## src/rtl/nn_cfg_loader.sv

```systemverilog
// Streams one weight/bias image onto the layer write bus, layer by neuron by weight.
// Define NN_CFG_CHECKSUM_EN to append and verify a trailing wrap-around sum word.
module nn_cfg_loader #(
  parameter int DATA_WIDTH = 32,
  parameter int L1_NEURONS = 30,
  parameter int L1_WEIGHTS = 784,
  parameter int L2_NEURONS = 30,
  parameter int L2_WEIGHTS = 30,
  parameter int L3_NEURONS = 10,
  parameter int L3_WEIGHTS = 30,
  parameter int L4_NEURONS = 10,
  parameter int L4_WEIGHTS = 10
) (
  input  logic                  s_axi_aclk,
  input  logic                  s_axi_aresetn,
  input  logic                  start,
  input  logic                  abort,
  input  logic [DATA_WIDTH-1:0] cfg_tdata,
  input  logic                  cfg_tvalid,
  output logic                  cfg_tready,
  output logic [31:0]           layerNumber,
  output logic [31:0]           neuronNumber,
  output logic [DATA_WIDTH-1:0] weightValue,
  output logic                  weightValid,
  output logic [DATA_WIDTH-1:0] biasValue,
  output logic                  biasValid,
  output logic                  busy,
  output logic                  done,
  output logic                  loaded,
  output logic                  cfg_err
);

  function automatic int max2(int a, int b);
    return (a > b) ? a : b;
  endfunction

  localparam int MAXV = max2(
    max2(max2(L1_NEURONS, L1_WEIGHTS), max2(L2_NEURONS, L2_WEIGHTS)),
    max2(max2(L3_NEURONS, L3_WEIGHTS), max2(L4_NEURONS, L4_WEIGHTS)));
  localparam int CW = $clog2(MAXV + 1);

`ifdef NN_CFG_CHECKSUM_EN
  typedef enum logic [2:0] {
    S_IDLE, S_WEIGHT, S_BIAS, S_CHECK, S_DONE
  } state_t;
`else
  typedef enum logic [2:0] {
    S_IDLE, S_WEIGHT, S_BIAS, S_DONE
  } state_t;
`endif

  state_t                state_q;
  logic [2:0]            layer_q;
  logic [CW-1:0]         neuron_q;
  logic [CW-1:0]         wcnt_q;
  logic [31:0]           lnum_q;
  logic [31:0]           nnum_q;
  logic [DATA_WIDTH-1:0] wval_q;
  logic [DATA_WIDTH-1:0] bval_q;
  logic                  wvld_q;
  logic                  bvld_q;
  logic                  busy_q;
  logic                  done_q;
  logic                  loaded_q;
  logic [CW-1:0]         n_lim;
  logic [CW-1:0]         w_lim;
  logic                  hs;

  always_comb begin
    n_lim = CW'(L1_NEURONS - 1);
    w_lim = CW'(L1_WEIGHTS - 1);
    unique case (1'b1)
      layer_q == 3'd2: begin
        n_lim = CW'(L2_NEURONS - 1);
        w_lim = CW'(L2_WEIGHTS - 1);
      end
      layer_q == 3'd3: begin
        n_lim = CW'(L3_NEURONS - 1);
        w_lim = CW'(L3_WEIGHTS - 1);
      end
      layer_q == 3'd4: begin
        n_lim = CW'(L4_NEURONS - 1);
        w_lim = CW'(L4_WEIGHTS - 1);
      end
      default: ;
    endcase
  end

  assign cfg_tready = (state_q == S_WEIGHT) || (state_q == S_BIAS)
`ifdef NN_CFG_CHECKSUM_EN
                    || (state_q == S_CHECK)
`endif
                    ;
  assign hs = cfg_tvalid & cfg_tready;

`ifdef NN_CFG_CHECKSUM_EN
  logic [DATA_WIDTH-1:0] sum_q;
  logic                  err_q;
  assign cfg_err = err_q;
`else
  assign cfg_err = 1'b0;
`endif

  always_ff @(posedge s_axi_aclk or negedge s_axi_aresetn) begin
    if (!s_axi_aresetn) begin
      state_q  <= S_IDLE;
      layer_q  <= '0;
      neuron_q <= '0;
      wcnt_q   <= '0;
      lnum_q   <= '0;
      nnum_q   <= '0;
      wval_q   <= '0;
      bval_q   <= '0;
      wvld_q   <= 1'b0;
      bvld_q   <= 1'b0;
      busy_q   <= 1'b0;
      done_q   <= 1'b0;
      loaded_q <= 1'b0;
`ifdef NN_CFG_CHECKSUM_EN
      sum_q    <= '0;
      err_q    <= 1'b0;
`endif
    end else begin
      wvld_q <= 1'b0;
      bvld_q <= 1'b0;
      done_q <= 1'b0;
      if (abort) begin
        state_q  <= S_IDLE;
        layer_q  <= '0;
        neuron_q <= '0;
        wcnt_q   <= '0;
        busy_q   <= 1'b0;
        loaded_q <= 1'b0;
      end else begin
        unique case (state_q)
          S_IDLE, S_DONE: begin
            if (start) begin
              state_q  <= S_WEIGHT;
              layer_q  <= 3'd1;
              neuron_q <= '0;
              wcnt_q   <= '0;
              busy_q   <= 1'b1;
              loaded_q <= 1'b0;
`ifdef NN_CFG_CHECKSUM_EN
              sum_q    <= '0;
              err_q    <= 1'b0;
`endif
            end
          end
          S_WEIGHT: begin
            if (hs) begin
              wval_q <= cfg_tdata;
              wvld_q <= 1'b1;
              lnum_q <= 32'(layer_q);
              nnum_q <= 32'(neuron_q);
`ifdef NN_CFG_CHECKSUM_EN
              sum_q  <= sum_q + cfg_tdata;
`endif
              if (wcnt_q == w_lim) begin
                wcnt_q  <= '0;
                state_q <= S_BIAS;
              end else begin
                wcnt_q  <= wcnt_q + CW'(1);
              end
            end
          end
          S_BIAS: begin
            if (hs) begin
              bval_q <= cfg_tdata;
              bvld_q <= 1'b1;
              lnum_q <= 32'(layer_q);
              nnum_q <= 32'(neuron_q);
`ifdef NN_CFG_CHECKSUM_EN
              sum_q  <= sum_q + cfg_tdata;
`endif
              if (neuron_q != n_lim) begin
                neuron_q <= neuron_q + CW'(1);
                state_q  <= S_WEIGHT;
              end else if (layer_q != 3'd4) begin
                layer_q  <= layer_q + 3'd1;
                neuron_q <= '0;
                state_q  <= S_WEIGHT;
              end else begin
`ifdef NN_CFG_CHECKSUM_EN
                state_q  <= S_CHECK;
`else
                state_q  <= S_DONE;
                done_q   <= 1'b1;
                busy_q   <= 1'b0;
                loaded_q <= 1'b1;
`endif
              end
            end
          end
`ifdef NN_CFG_CHECKSUM_EN
          S_CHECK: begin
            if (hs) begin
              state_q  <= S_DONE;
              done_q   <= 1'b1;
              busy_q   <= 1'b0;
              loaded_q <= (cfg_tdata == sum_q);
              err_q    <= (cfg_tdata != sum_q);
            end
          end
`endif
          default: state_q <= S_IDLE;
        endcase
      end
    end
  end

  assign layerNumber  = lnum_q;
  assign neuronNumber = nnum_q;
  assign weightValue  = wval_q;
  assign biasValue    = bval_q;
  assign weightValid  = wvld_q;
  assign biasValid    = bvld_q;
  assign busy         = busy_q;
  assign done         = done_q;
  assign loaded       = loaded_q;

endmodule

```

## config.mk

```make
export PLATFORM = sky130hd
export DESIGN_NAME = nn_cfg_loader
export DESIGN_NICKNAME = d
export VERILOG_FILES = /design/src/rtl/nn_cfg_loader.sv
export SDC_FILE = /design/constraint.sdc
export NUM_CORES = 1
export LEC_CHECK = 0
export ABC_AREA = 1
export CELL_PAD_IN_SITES_DETAIL_PLACEMENT = 0
export CELL_PAD_IN_SITES_GLOBAL_PLACEMENT = 1
export CORE_UTILIZATION = 33
export DETAILED_ROUTE_END_ITERATION = 10
export PLACE_DENSITY = 0.89
export SLEW_MARGIN = 20
export SYNTH_ARGS = -nofsm -noshare
export SYNTH_HDL_FRONTEND = slang
export SYNTH_SLANG_ARGS = --single-unit
```

## constraint.sdc

```tcl
create_clock -name s_axi_aclk -period 2 [get_ports s_axi_aclk]
set_input_delay 0.4 -clock s_axi_aclk [delete_from_list [all_inputs] [get_ports s_axi_aclk]]
set_output_delay 0.4 -clock s_axi_aclk [all_outputs]
set_load 0.005 [all_outputs]
```

Yosys cells after proc, flatten, opt, wreduce, memory -nomap -nowiden
Index checks and enable logic that the tools add are counted.

cells by class
  magnitude comparators = 0
  divide/modulo/power cells = 0
  bitwise logic cells = 2
  reduce and logical (&&, ||, !) cells = 16
  eq/ne operators = 17
  shifts and indexed selects = 0
  $mul = 0
  $add $sub $neg = 3
  mux-type cells = 47

operators by type and width
  operator                                               number
  two-way mux 10 bit                                     8
  one-hot mux 10 bit (2 select lines)                    3
  two-way mux 3 bit                                      9
  adder 10 x 1 -> 10 bit, second input constant          2
  two-way mux 1 bit                                      20
  inequality test 3 bit, second input constant           6
  == test 3 x 2 -> 1 bit, second input constant          4
  AND reduction 3 bit                                    4
  == test 10 bit                                         1
  inequality test 10 bit                                 1
  AND reduction 5 bit                                    2
  one-hot mux 3 bit (3 select lines)                     1
  AND reduction 4 bit                                    2
  OR reduction 2 bit                                     4
  inequality test 3 x 2 -> 1 bit, second input constant  2
  one-hot mux 3 bit (2 select lines)                     1
  nonzero test 3 bit                                     2
  two-way mux 5 bit                                      1
  two-way mux 2 bit                                      2
  inequality test 4 x 2 -> 1 bit, second input constant  1
  one-hot mux 1 bit (2 select lines)                     2
  adder 3 x 1 -> 3 bit, second input constant            1
  == test 3 x 1 -> 1 bit, second input constant          1
  == test 3 bit, second input constant                   1
  other kinds (4)                                        4

word-level totals
  logic and storage cells = 98
  RAM bits = 0
  bits in read-only memories = 0
  output and inout port bits = 135
  memories = 0
  register bits = 108
  latch bits = 0

Longest topological paths before layout
  word-level depth = 8
  depth in mapped cells = 11
  depth with buffers taken out = 11

Worst setup path before layout
OpenSTA, ideal clock, no wires.

  path type = reg-to-reg
  start = reg state_q[0]
  end = reg neuron_q[8]
  slack = 358 ps
  required time = 1877 ps
  stages on the path, launching flop included = 10
  period minus slack after synthesis = 1642 ps
  arrival = 1519 ps
  buffers on the path = 1
  setup time = 123 ps
  cells stage by stage = dfrtp_1 -> inv_1 -> ha_1 -> nor2_1 -> o21ai_2 -> nor2_4 -> nand2_4 -> buf_6 -> nand2_1 -> o21ai_1

between the ends
  word-level cells in the longest chain between the ends = 5
  elaborated cells between the ends (all ways) = 14

RTL lines
  element                                                                  line     RTL
  from (decl)                                                              52       state_t state_q;
  from (signal assigned)                                                   106      state_q <= S_IDLE;
  from (signal assigned)                                                   128      state_q <= S_IDLE;
  from (signal assigned)                                                   138      state_q <= S_WEIGHT;
  == test 3 x 1 -> 1 bit / == test 3 x 2 -> 1 bit (equally long branches)  89, 135
  logical OR 1 bit                                                         89       assign cfg_tready = (state_q == S_WEIGHT) || (state_q == S_BIAS)
  bitwise AND 1 bit                                                        94       assign hs = cfg_tvalid & cfg_tready;
  inequality test 3 bit (no source line)                                   -
  AND reduction 4 bit (no source line)                                     -
  to (signal assigned)                                                     177      neuron_q <= neuron_q + CW'(1);
  to (decl)                                                                54       logic [CW-1:0] neuron_q;

Several ways; a longest one is shown, not always the timed one.
A chain may end at the register's enable or synchronous reset.

Worst setup path after layout
  start = reg state_q[1]
  end = out cfg_tready

between the ends
  word-level cells in the longest chain between the ends = 2
  elaborated cells between the ends (all ways) = 3

RTL lines
  element                                                                  line  RTL
  == test 3 x 1 -> 1 bit / == test 3 x 2 -> 1 bit (equally long branches)  89
  logical OR 1 bit (*)                                                     89
  to (decl)                                                                20    output logic cfg_tready,

Every way passes the cells marked *; elsewhere a longest branch is shown, timed or not.

==> impl_metrics.csv <==
group,metric,value,unit
outcome,status,"finished, final reports clean",
layout,drive_gt1_frac,0.0709,
route,drt_iter0_markers,182,
sta,rsz0062_at_grt,"no",
setup_path,cp_num_buf_inv,2,
route,antenna_left,0,
die,die_h,127,um
yosys,syn_area,5120,um^2
yosys,synth-edff-count,0,
setup_path,end_kind,"output pin",
setup_path,slowest_delay,430,ps
route,vias_per_cell,4.25,
clock_network,htreeDepth,3,
setup_path,crit_fanout,4,
global_routing,grt_pass1_wl,18100,um
sta,min_period,1790,ps
yosys,yosysMostFrequentCell,"nand2_1",
die,ioPinCount,172,
global_routing,antenna_found_initial,0,
clock_network,clk_latency,350,ps
die,die_area,16000,um^2
run,cap_violations,0,
power,ir_worst_vdd,0.585,mV
sta,setup_tns,0,ps
placement,portBuffers,119,
sta,drv_slew,0,
global_routing,grt_usage,0.144,
sta,fmaxAchievable,558,MHz
clock_network,numCtsBuffers,9,
yosys,synth_cell_types,29,
setup_path,worstPathRequired,1600,ps
yosys,synth_ff_type,"dfrtp_1",
clock_network,cts_root_buf,"clkbuf_16",
setup_path,crit_type,"flip-flop to output pin",
die,core,15100,um^2
yosys,synth-seq-area-share,0.523,
clock_network,cts_buffer_depth,2,
setup_path,critPathLaunchType,"flip-flop",
min_path,hp-class,"flip-flop to flip-flop",
route,first_pass_iters,4,
global_routing,grt_max_degree,65,
placement,dp_hpwl,7780,um
sta,hold_violations,0,
sta,skew,7.81,ps
clock_network,cts.sinks,107,
setup_path,arrival,1390,ps
layout,area_growth,32.0,%
route,wirelength,10800,um
sta,hold_ws,475,ps
yosys,synth-warning-count,0,
yosys,synth_top_area_frac,0.523,
sta,setup_violations,0,
yosys,synth_common_cells,"nand2_1 (163), dfrtp_1 (107), inv_1 (67), o21ai_0 (66), buf_4 (52)",
yosys,synth.area.top_cells,"dfrtp_1 (52%), nand2_1 (12%), buf_4 (7.6%)",
layout,diodes,0,
layout,final_util,0.446,
yosys,netlist_instances,603,
power,powerDensity,1210,nW/um^2
die,rows,45,
clock_network,cts_tree,"yes",
route,via_count,3918,
setup_path,crit_path_top_delay_cell,"dfrtp_1",
sta,post-route-period-util,0.896,
route,post_drt_wl_per_cell,11.7,um
die,start_util,0.338,
die,dieWidth,127,um
yosys,ys_ff_latch,107,
setup_path,crit_family,"flip-flops",
yosys,synth_area_per_cell,8.49,um^2
setup_path,crit_chain,"ha_4 > inv_2 > dlygate4sd2_1",
global_routing,grt_pass1_vias,3697,
global_routing,overflow,0,
placement,place.gp.congestion,0.831,
yosys,synth-async-reset-ratio,1.00,
clock_network,clkTransAtPathRegs,70,ps
power,p_leak,0.00323,uW
layout,nets,773,
route,post-route-drc-count,0,
yosys,yosysTopAreaCell,"dfrtp_1",
## placed cells by master (no fill, tap or decap)
| cell | synthesis | routed |
|---|---|---|
| buf_12 | 0 | 4 |
| nand3b_1 | 1 | 1 |
| clkbuf_16 | 0 | 9 |
| nand2_4 | 2 | 2 |
| xnor2_1 | 3 | 3 |
| o21ai_0 | 66 | 66 |
| nand4_1 | 13 | 13 |
| nand3_1 | 19 | 19 |
| nor2_4 | 2 | 2 |
| inv_8 | 0 | 2 |
| dfrtp_1 | 107 | 107 |
| inv_2 | 4 | 5 |
| nand2_1 | 163 | 162 |
| conb_1 | 1 | 52 |
| o21ai_2 | 1 | 1 |
| clkinv_4 | 0 | 1 |
| ha_1 | 8 | 7 |
| ha_4 | 0 | 1 |
| buf_4 | 52 | 10 |
| nor2_1 | 33 | 33 |
| o21ai_1 | 24 | 24 |
| clkdlybuf4s50_1 | 0 | 117 |
| dlygate4sd2_1 | 0 | 1 |
| or2_2 | 1 | 1 |
| inv_4 | 1 | 1 |
| dlygate4sd3_1 | 0 | 1 |
| xor2_1 | 4 | 4 |
| inv_1 | 67 | 66 |
| bufinv_16 | 0 | 2 |
| nand3_4 | 1 | 1 |
| nand2_2 | 2 | 3 |
| nor2_2 | 4 | 4 |
| inv_6 | 0 | 1 |
| a21oi_2 | 1 | 1 |
| clkinvlp_4 | 0 | 1 |
| nor3_1 | 2 | 2 |
| a21oi_1 | 3 | 3 |
## kinds of logic after synthesis
| group | synth area share |
|---|---|
| other | 0.000733 |
| buffers and inverters | 0.148 |
| XOR/XNOR | 0.0120 |
| AO/OA/AOI/OAI | 0.0944 |
| flip-flops | 0.523 |
| AND/OR/NAND/NOR | 0.202 |
| adder cells (fa/ha/maj) | 0.0196 |
## final cells by class
type	instances	area, um^2
clock buffers	9	225
clock inverters	7	108
inverters	72	273
multi-input cells	405	1890
repair buffers	133	1350
fillers	1506	8390
flip-flops and latches	107	2680
well taps	188	235
## flip-flops by register name (all words and copies together), names as in the netlist, 2 cells and up
name,count
neuronNumber,10
neuron_q,10
layerNumber,3
state_q,2
layer_q,3
biasValue,32
wcnt_q,10
weightValue,32
## power breakdown
part | leakage (uW) | internal (uW) | switching [uW]
combinational | 0.00164 | 1660 | 1300
clock | 0.000160 | 1120 | 853
sequential | 0.00142 | 2830 | 381
total | 0.00323 | 5610 | 2540
## metrics by stage
| stage | cells | total power [uW] | setup WS, ps | cell area, um^2 |
|---|---|---|---|---|
| 6_report | 921 | 8140 | 208 | 6750 |
| 5_1_grt | 921 | 8740 | 5.83 | 6750 |
| 4_1_cts | 921 | 8280 | 195 | 6750 |
| 3_5_place_dp | 903 | 6190 | 24.2 | 6390 |
| 3_3_place_gp | 903 | 6170 | 63.9 | 6390 |
| 2_1_floorplan | 654 | 4490 | 358 | 5310 |
## worst min-delay path, delay by kind of cell, from the launching register on
kind             cells  cell delay (ps)
AND/OR/NAND/NOR      2              100
flip-flops           1              350
## worst paths after layout
kind | endpoint | slack (ps) | startpoint | cells past startpoint
max in group asynchronous | weightValue[13]$_DFFE_PN0P_ | 970 | s_axi_aresetn | 3
hold reg to reg | neuronNumber[2]$_DFFE_PN0P_ | 470 | neuronNumber[2]$_DFFE_PN0P_ | 2
setup reg to reg | layer_q[0]$_DFFE_PN0P_ | 240 | layer_q[1]$_DFFE_PN0P_ | 10
setup / recovery | cfg_tready | 210 | state_q[1]$_DFFE_PN0P_ | 3
hold / removal | neuronNumber[2]$_DFFE_PN0P_ | 470 | neuronNumber[2]$_DFFE_PN0P_ | 2
min in group asynchronous | busy$_DFFE_PN0P_ | 510 | s_axi_aresetn | 2
## metal layers
metal / GRT usage / vias up / part of all wire / wire length, um
li1: - / 2037 / - / -
met2: 0.222 / 122 / 0.44 / 4790
met3: 0.0502 / 15 / 0.077 / 829
met5: 0 / - / 0 / 0
met1: 0.185 / 1744 / 0.46 / 4960
met4: 0.0574 / 0 / 0.018 / 198
## timing repair
action / CTS / global route
buffers inserted: 1 / 0
gates resized for setup: 3 / 0
setup endpoints to repair: 1 / 0
endpoints found under the hold margin: 22 / 0
hold buffers: 1 / 0
(Power assumes the default switching activity.)
